**config.mk**
```make
export PLATFORM = sky130hd
export DESIGN_NAME = rst_seq_gen
export DESIGN_NICKNAME = d
export VERILOG_FILES = /design/src/rtl/rst_seq_gen.sv
export SDC_FILE = /design/constraint.sdc
export NUM_CORES = 1
export LEC_CHECK = 0
export BUFFER_PORTS_ARGS = -buffer_cell sky130_fd_sc_hd__buf_4
export CAP_MARGIN = 20
export CORE_MARGIN = 2
export CORE_UTILIZATION = 28
export CTS_BUF_LIST = sky130_fd_sc_hd__clkbuf_8
export DETAILED_ROUTE_END_ITERATION = 10
export GPL_ROUTABILITY_DRIVEN = 0
export PLACE_DENSITY = 0.54
export SYNTH_ARGS = -nofsm -noshare
export SYNTH_HDL_FRONTEND = slang
export SYNTH_SLANG_ARGS = --single-unit
```
**constraint.sdc**
```tcl
create_clock -name i_clk -period 2.4 [get_ports i_clk]
set_input_delay 0.12 -clock i_clk [delete_from_list [all_inputs] [get_ports i_clk]]
set_output_delay 0.12 -clock i_clk [all_outputs]
set_load 0.005 [all_outputs]
```
**src/rtl/rst_seq_gen.sv**
```systemverilog
// Reset sequencer: synchronises the board reset, holds the main sync reset, releases
// domain resets one at a time, then flags done. Also serves a soft-reset handshake.
module rst_seq_gen #(
  parameter int SYNC_STAGES     = 2,
  parameter int HOLD_CYCLES     = 2,
  parameter int NUM_DOMAINS     = 3,
  parameter int STAGGER_CYCLES  = 4,
  parameter int SOFT_RST_CYCLES = 8
) (
  input  logic                   i_clk,
  input  logic                   i_async_rst,
  input  logic                   i_soft_rst_req,
  output logic                   o_soft_rst_ack,
  output logic                   o_sync_rst,
  output logic [NUM_DOMAINS-1:0] o_dom_rst,
  output logic                   o_rst_done
);

  localparam int MAX_HS = (HOLD_CYCLES > STAGGER_CYCLES) ? HOLD_CYCLES : STAGGER_CYCLES;
  localparam int MAXC   = (MAX_HS > SOFT_RST_CYCLES) ? MAX_HS : SOFT_RST_CYCLES;
  localparam int CW     = $clog2(MAXC + 1);
  localparam int IW     = $clog2(NUM_DOMAINS + 1);

  if (SYNC_STAGES < 2)     begin : g_bad_sync  $error("SYNC_STAGES must be >= 2");     end
  if (HOLD_CYCLES < 1)     begin : g_bad_hold  $error("HOLD_CYCLES must be >= 1");     end
  if (NUM_DOMAINS < 1)     begin : g_bad_dom   $error("NUM_DOMAINS must be >= 1");     end
  if (STAGGER_CYCLES < 1)  begin : g_bad_stag  $error("STAGGER_CYCLES must be >= 1");  end
  if (SOFT_RST_CYCLES < 1) begin : g_bad_soft  $error("SOFT_RST_CYCLES must be >= 1"); end

  typedef enum logic [1:0] {S_HOLD, S_RELEASE, S_DONE, S_SOFT} state_t;

  logic [SYNC_STAGES-1:0] sync_q;
  logic                   rst_s;
  state_t                 state, state_n;
  logic [CW-1:0]          cnt, cnt_n;
  logic [IW-1:0]          idx, idx_n;
  logic                   sync_n, done_n, ack_n, armed, armed_n;
  logic [NUM_DOMAINS-1:0] dom_n;

  always_ff @(posedge i_clk or posedge i_async_rst) begin
    if (i_async_rst) sync_q <= '1;
    else             sync_q <= {sync_q[SYNC_STAGES-2:0], 1'b0};
  end
  assign rst_s = sync_q[SYNC_STAGES-1];

  always_ff @(posedge i_clk or posedge i_async_rst) begin
    if (i_async_rst) begin
      state          <= S_HOLD;
      cnt            <= '0;
      idx            <= '0;
      o_sync_rst     <= 1'b1;
      o_dom_rst      <= '1;
      o_rst_done     <= 1'b0;
      o_soft_rst_ack <= 1'b0;
      armed          <= 1'b1;
    end else begin
      state          <= state_n;
      cnt            <= cnt_n;
      idx            <= idx_n;
      o_sync_rst     <= sync_n;
      o_dom_rst      <= dom_n;
      o_rst_done     <= done_n;
      o_soft_rst_ack <= ack_n;
      armed          <= armed_n;
    end
  end

  always_comb begin
    state_n = state;
    cnt_n   = cnt;
    idx_n   = idx;
    sync_n  = o_sync_rst;
    dom_n   = o_dom_rst;
    done_n  = o_rst_done;
    ack_n   = 1'b0;
    // A request must be seen low once before it can trigger again
    armed_n = i_soft_rst_req ? armed : 1'b1;
    case (state)
      S_HOLD: begin
        if (rst_s) begin
          cnt_n = '0;
        end else if (cnt == CW'(HOLD_CYCLES - 1)) begin
          state_n  = S_RELEASE;
          cnt_n    = '0;
          idx_n    = IW'(1);
          sync_n   = 1'b0;
          dom_n[0] = 1'b0;
        end else begin
          cnt_n = cnt + CW'(1);
        end
      end
      S_RELEASE: begin
        if (idx == IW'(NUM_DOMAINS)) begin
          state_n = S_DONE;
          done_n  = 1'b1;
        end else if (cnt == CW'(STAGGER_CYCLES - 1)) begin
          dom_n = o_dom_rst & ~(NUM_DOMAINS'(1) << idx);
          idx_n = idx + IW'(1);
          cnt_n = '0;
        end else begin
          cnt_n = cnt + CW'(1);
        end
      end
      S_DONE: begin
        if (i_soft_rst_req && armed) begin
          state_n = S_SOFT;
          cnt_n   = '0;
          sync_n  = 1'b1;
          dom_n   = '1;
          done_n  = 1'b0;
          armed_n = 1'b0;
        end
      end
      S_SOFT: begin
        // rst_s is already low here, so HOLD starts counting on the next edge
        if (cnt == CW'(SOFT_RST_CYCLES - 1)) begin
          state_n = S_HOLD;
          cnt_n   = '0;
          ack_n   = 1'b1;
        end else begin
          cnt_n = cnt + CW'(1);
        end
      end
      default: state_n = S_HOLD;
    endcase
  end

endmodule

```
==> results_tabular.tex <==
\begin{tabular}{lr}
\hline
Metric & Value \\
\hline
\multicolumn{2}{l}{\textbf{Synth}} \\
Register area share after synthesis & 0.407 \\
Mux cell area share after synthesis & 0.0328 \\
Synth warn & 0 \\
Mapped cell area & 0.00107 sq mm \\
Top-area cell type share of the netlist area & 0.234 \\
Adder and majority gate portion of the synthesized area & 0.117 \\
Compound-gate portion of the synthesized area & 0.213 \\
Leading cell types by total area after synthesis & sky130\_fd\_sc\_hd\_\_dfrtp\_1 23\%, sky130\_fd\_sc\_hd\_\_dfstp\_2 17\%, sky130\_fd\_sc\_hd\_\_ha\_1 12\%, sky130\_fd\_sc\_hd\_\_inv\_1 3.9\%, sky130\_fd\_sc\_hd\_\_nor2\_1 2.8\% \\
Xor/xnor share of the synthesized area & 0.00821 \\
EDFF count, synth & 0 \\
Top flip-flop cell by instance count after synthesis & sky130\_fd\_sc\_hd\_\_dfrtp\_1 \\
Leading cell type by number of instances after synthesis & sky130\_fd\_sc\_hd\_\_inv\_1 \\
Post-Syn Instances & 104 \\
Simple-Gate Fraction of Synth Area & 0.172 \\
Post-synth net total & 117 \\
Average cell area after synthesis & 10.3 sq um \\
Library cell with the largest summed area after synthesis & sky130\_fd\_sc\_hd\_\_dfrtp\_1 \\
Ys async rst share & 1.00 \\
Most common library cells after synthesis & 11 x sky130\_fd\_sc\_hd\_\_inv\_1, 10 x sky130\_fd\_sc\_hd\_\_dfrtp\_1, 10 x sky130\_fd\_sc\_hd\_\_ha\_1, 8 x sky130\_fd\_sc\_hd\_\_nor2\_1 \\
Main combinational cell family by area after synthesis & compound AO/OA/AOI/OAI gates \\
Synthesis-stage register bit count & 17 \\
Unique masters post-synth & 43 \\
\multicolumn{2}{l}{\textbf{Layout}} \\
Count of placed standard cells in the final layout, fillers left out & 163 \\
Layout Area Growth over Synthesis & 15.7\% \\
Final-stage net count & 129 \\
Core occupancy in the finished layout & 0.337 \\
Antenna Diode Count & 0 \\
Share of post-route cells with drive strength above 1 & 0.270 \\
\multicolumn{2}{l}{\textbf{GRT}} \\
Global-route met1 utilization & 0.144 \\
Met3 Usage GRT & 0.0188 \\
Most heavily used metal layer in global routing & met2 \\
Met2 usage in global routing & 0.191 \\
Gr usage total & 0.113 \\
Maximum number of pins on one net before global-route repair & 18 \\
GRT overflow & 0 \\
Number of antenna violations at the first check in global routing & 0 \\
Wire length of the first global-routing pass & 3800 um \\
Via count of the first global-routing pass & 832 \\
\multicolumn{2}{l}{\textbf{STA}} \\
Worst clock skew on the final layout & 0.00447 ns \\
Unrepaired setup endpoints after global routing & false \\
Final count of negative-setup-slack endpoints & 0 \\
Sum of negative setup slack & 0 ns \\
Post-route worst setup slack & 0.578 ns \\
Pin slew with the least headroom to its limit & 0.637 ns \\
Max Slew Vio Count & 0 \\
Time the final worst path needs with I/O delays and setup & 1.82 ns \\
Max frequency & 549 MHz \\
Final clock period utilization by the worst path & 0.759 \\
Final Hold Violating Endpoints & 0 \\
Relative max-transition margin & 0.575 \\
\multicolumn{2}{l}{\textbf{Clock tree}} \\
\# H-tree levels & 1 \\
Number of gates resized after CTS & 0 \\
Clock tree from TritonCTS & done \\
Number of buffers inserted during clock tree synthesis & 3 \\
Clock Tree Buf Depth & 2 \\
Master cell of the clock root buffer & sky130\_fd\_sc\_hd\_\_clkbuf\_8 \\
Clk\_lat worst skew & 0.25 ns \\
Num Clock Sinks & 17 \\
Clk pin slew, worst setup/hold paths & 0.07 ns \\
\multicolumn{2}{l}{\textbf{Detailed routing}} \\
Vias per cell & 4.87 \\
Routed WL per cell & 12.8 um \\
Total iterations of the first detailed-routing run & 4 \\
Post-detailed-route count of antenna-violating nets & 0 \\
DRC viols & 0 \\
Drt first-iter violations & 12 \\
Total wire length & 2090 um \\
DR vias & 794 \\
\multicolumn{2}{l}{\textbf{Floorplanning}} \\
Number of placed I/O pins & 9 \\
Area enclosed by the die boundary & 0.00432 sq mm \\
Vert. Die Dim & 65.7 um \\
Floorplan Core Area & 0.00366 sq mm \\
Number of placement rows & 22 \\
Initial Utilization & 0.292 \\
Die X & 65.7 um \\
\multicolumn{2}{l}{\textbf{Placed design}} \\
Post-placement worst setup slack & 0.582 ns \\
Quantity of I/O buffers inserted on ports & 8 \\
HPWL after DPL & 1540 um \\
Placed instance count & 158 \\
\multicolumn{2}{l}{\textbf{Hold path}} \\
Start point of the worst hold path & i\_soft\_rst\_req \\
Type of the most critical hold path & primary input to register \\
Cells on Worst Hold Path & 2 \\
Min-Delay Endpoint & armed \\
\multicolumn{2}{l}{\textbf{Setup path}} \\
Worst r2r dst & idx[0] \\
Delay-heaviest family, CP & simple AND/OR/NAND/NOR gates \\
Critical path buffers and inverters & 0 \\
Number of stages on the worst setup path & 5 \\
Reg-to-reg setup timing slack & 0.58 ns \\
Biggest fanout along the worst timing path & 6 \\
Arrival time of data at the critical path endpoint & 1.95 ns \\
Crit path capture type & register \\
Cell-by-cell trace of the critical path & ha\_1 > or3b\_1 > nor2\_1 > and4\_2 > nor3\_1 \\
Startpoint of the worst register-to-register path & cnt[0] \\
Worst path required time & 2.53 ns \\
Length in cells of the worst reg-to-reg path & 5 \\
Startpoint type of the worst setup path & register \\
Largest stage delay on the critical path & 0.46 ns \\
Category of the most critical setup path & register to register \\
Slowest stage cell, crit path & sky130\_fd\_sc\_hd\_\_or3b\_1 \\
\multicolumn{2}{l}{\textbf{Pwr}} \\
Switching part of the total power & 0.413 \\
Sequential fraction of design power & 0.318 \\
Pleak & 0.560 nW \\
VDD IR max & 0.696 mV \\
Power Internal & 0.000942 W \\
Total power per unit cell area & 1300 mW/mm\^{}2 \\
Share of power burned in the clock network & 0.128 \\
Net switching power figure & 0.000663 W \\
Fraction of power consumed by combinational cells & 0.554 \\
Overall power of the completed layout & 0.00160 W \\
\multicolumn{2}{l}{\textbf{Job}} \\
Count of max-cap constraint violations & 0 \\
\multicolumn{2}{l}{\textbf{Run status}} \\
Run status & finished, final reports clean \\
\hline
\end{tabular}
==> power groups by stage <==
stage | Sequential [W] | Clock (W) | Combinational (W)
finish | 0.000510 | 0.000205 | 0.000889
floorplan | 0.000497 | 0 | 0.000692
CTS | 0.000510 | 0.000215 | 0.000901
global placement | 0.000510 | 0 | 0.000870
global route | 0.000529 | 0.000226 | 0.00101
detailed placement | 0.000516 | 0 | 0.000891
==> state kept, by name, summed over array words and instances (netlist names) <==
| name | cells |
|---|---|
| cnt | 4 |
| idx | 2 |
| sync_q | 2 |
| armed | 1 |
| o_soft_rst_ack | 1 |
| state | 2 |
| o_dom_rst | 3 |
| o_sync_rst | 1 |
| o_rst_done | 1 |
==> cell usage in the layout, fill, tap and decap left out, types with 2 or more instances in the layout <==
cell type	count
sky130_fd_sc_hd__ha_1	10
sky130_fd_sc_hd__o31a_1	2
sky130_fd_sc_hd__dfrtp_1	10
sky130_fd_sc_hd__a21oi_1	4
sky130_fd_sc_hd__a21o_1	2
sky130_fd_sc_hd__inv_1	12
sky130_fd_sc_hd__nor2_1	8
sky130_fd_sc_hd__nand4_1	3
sky130_fd_sc_hd__nand3b_1	2
sky130_fd_sc_hd__clkbuf_8	3
sky130_fd_sc_hd__mux2i_1	2
sky130_fd_sc_hd__o22a_1	2
sky130_fd_sc_hd__nor3_1	3
sky130_fd_sc_hd__nand2_1	7
sky130_fd_sc_hd__dfstp_2	7
sky130_fd_sc_hd__buf_4	8
sky130_fd_sc_hd__a211oi_1	2
==> cells by family after synthesis <==
logic type | after synthesis
buf+inv | 13
xor+xnor | 1
compound gates | 27
mux | 3
other cells | 1
simple gates | 32
fa+ha+maj | 10
flops | 17
==> routing by layer <==
metal  up-vias  wire, um
met4         0        19
met1       392       976
met3         2        51
met2         7      1040
li1        393         -
met5         -         0
==> worst register-to-register path, delay by kind of cell, from the launching register on <==
family | cells | cell delay, ns
flops | 1 | 0.44
fa+ha+maj | 1 | 0.26
simple gates | 4 | 0.99
==> through the flow <==
| step | area, sq um | hold WS, ns |
|---|---|---|
| after floorplan | 1070 | 0.0410 |
| after global placement | 1180 | 0.256 |
| after detailed placement | 1180 | 0.250 |
| after CTS | 1230 | 0.0467 |
| after global routing | 1230 | 0.0534 |
| final | 1230 | 0.0514 |
==> final cells by class <==
type,instances,area (sq um)
clock buffers,3,41.3
clock inverters,1,3.75
fillers,374,2430
inverters,11,41.3
multi-input cells,74,584
flip-flops and latches,17,434
well taps,48,60.1
repair buffers,9,70.1
==> repair_timing <==
item	CTS	global route
hold endpoints to repair	10	0
setup buffers	0	0
hold buffers	1	0
endpoints found under the setup margin	0	0
==> worst max-delay path by stage <==
| stage | from | endpoint | slack (ns) |
|---|---|---|---|
| after floorplan | cnt[1] | state[1] | 0.74 |
| after global placement | cnt[1] | state[1] | 0.61 |
| after detailed placement | state[0] | cnt[1] | 0.58 |
| after CTS | state[0] | cnt[1] | 0.57 |
| after global routing | state[0] | cnt[1] | 0.37 |
| final | cnt[0] | idx[0] | 0.58 |
Note: power is estimated with default switching activity, not from simulation.
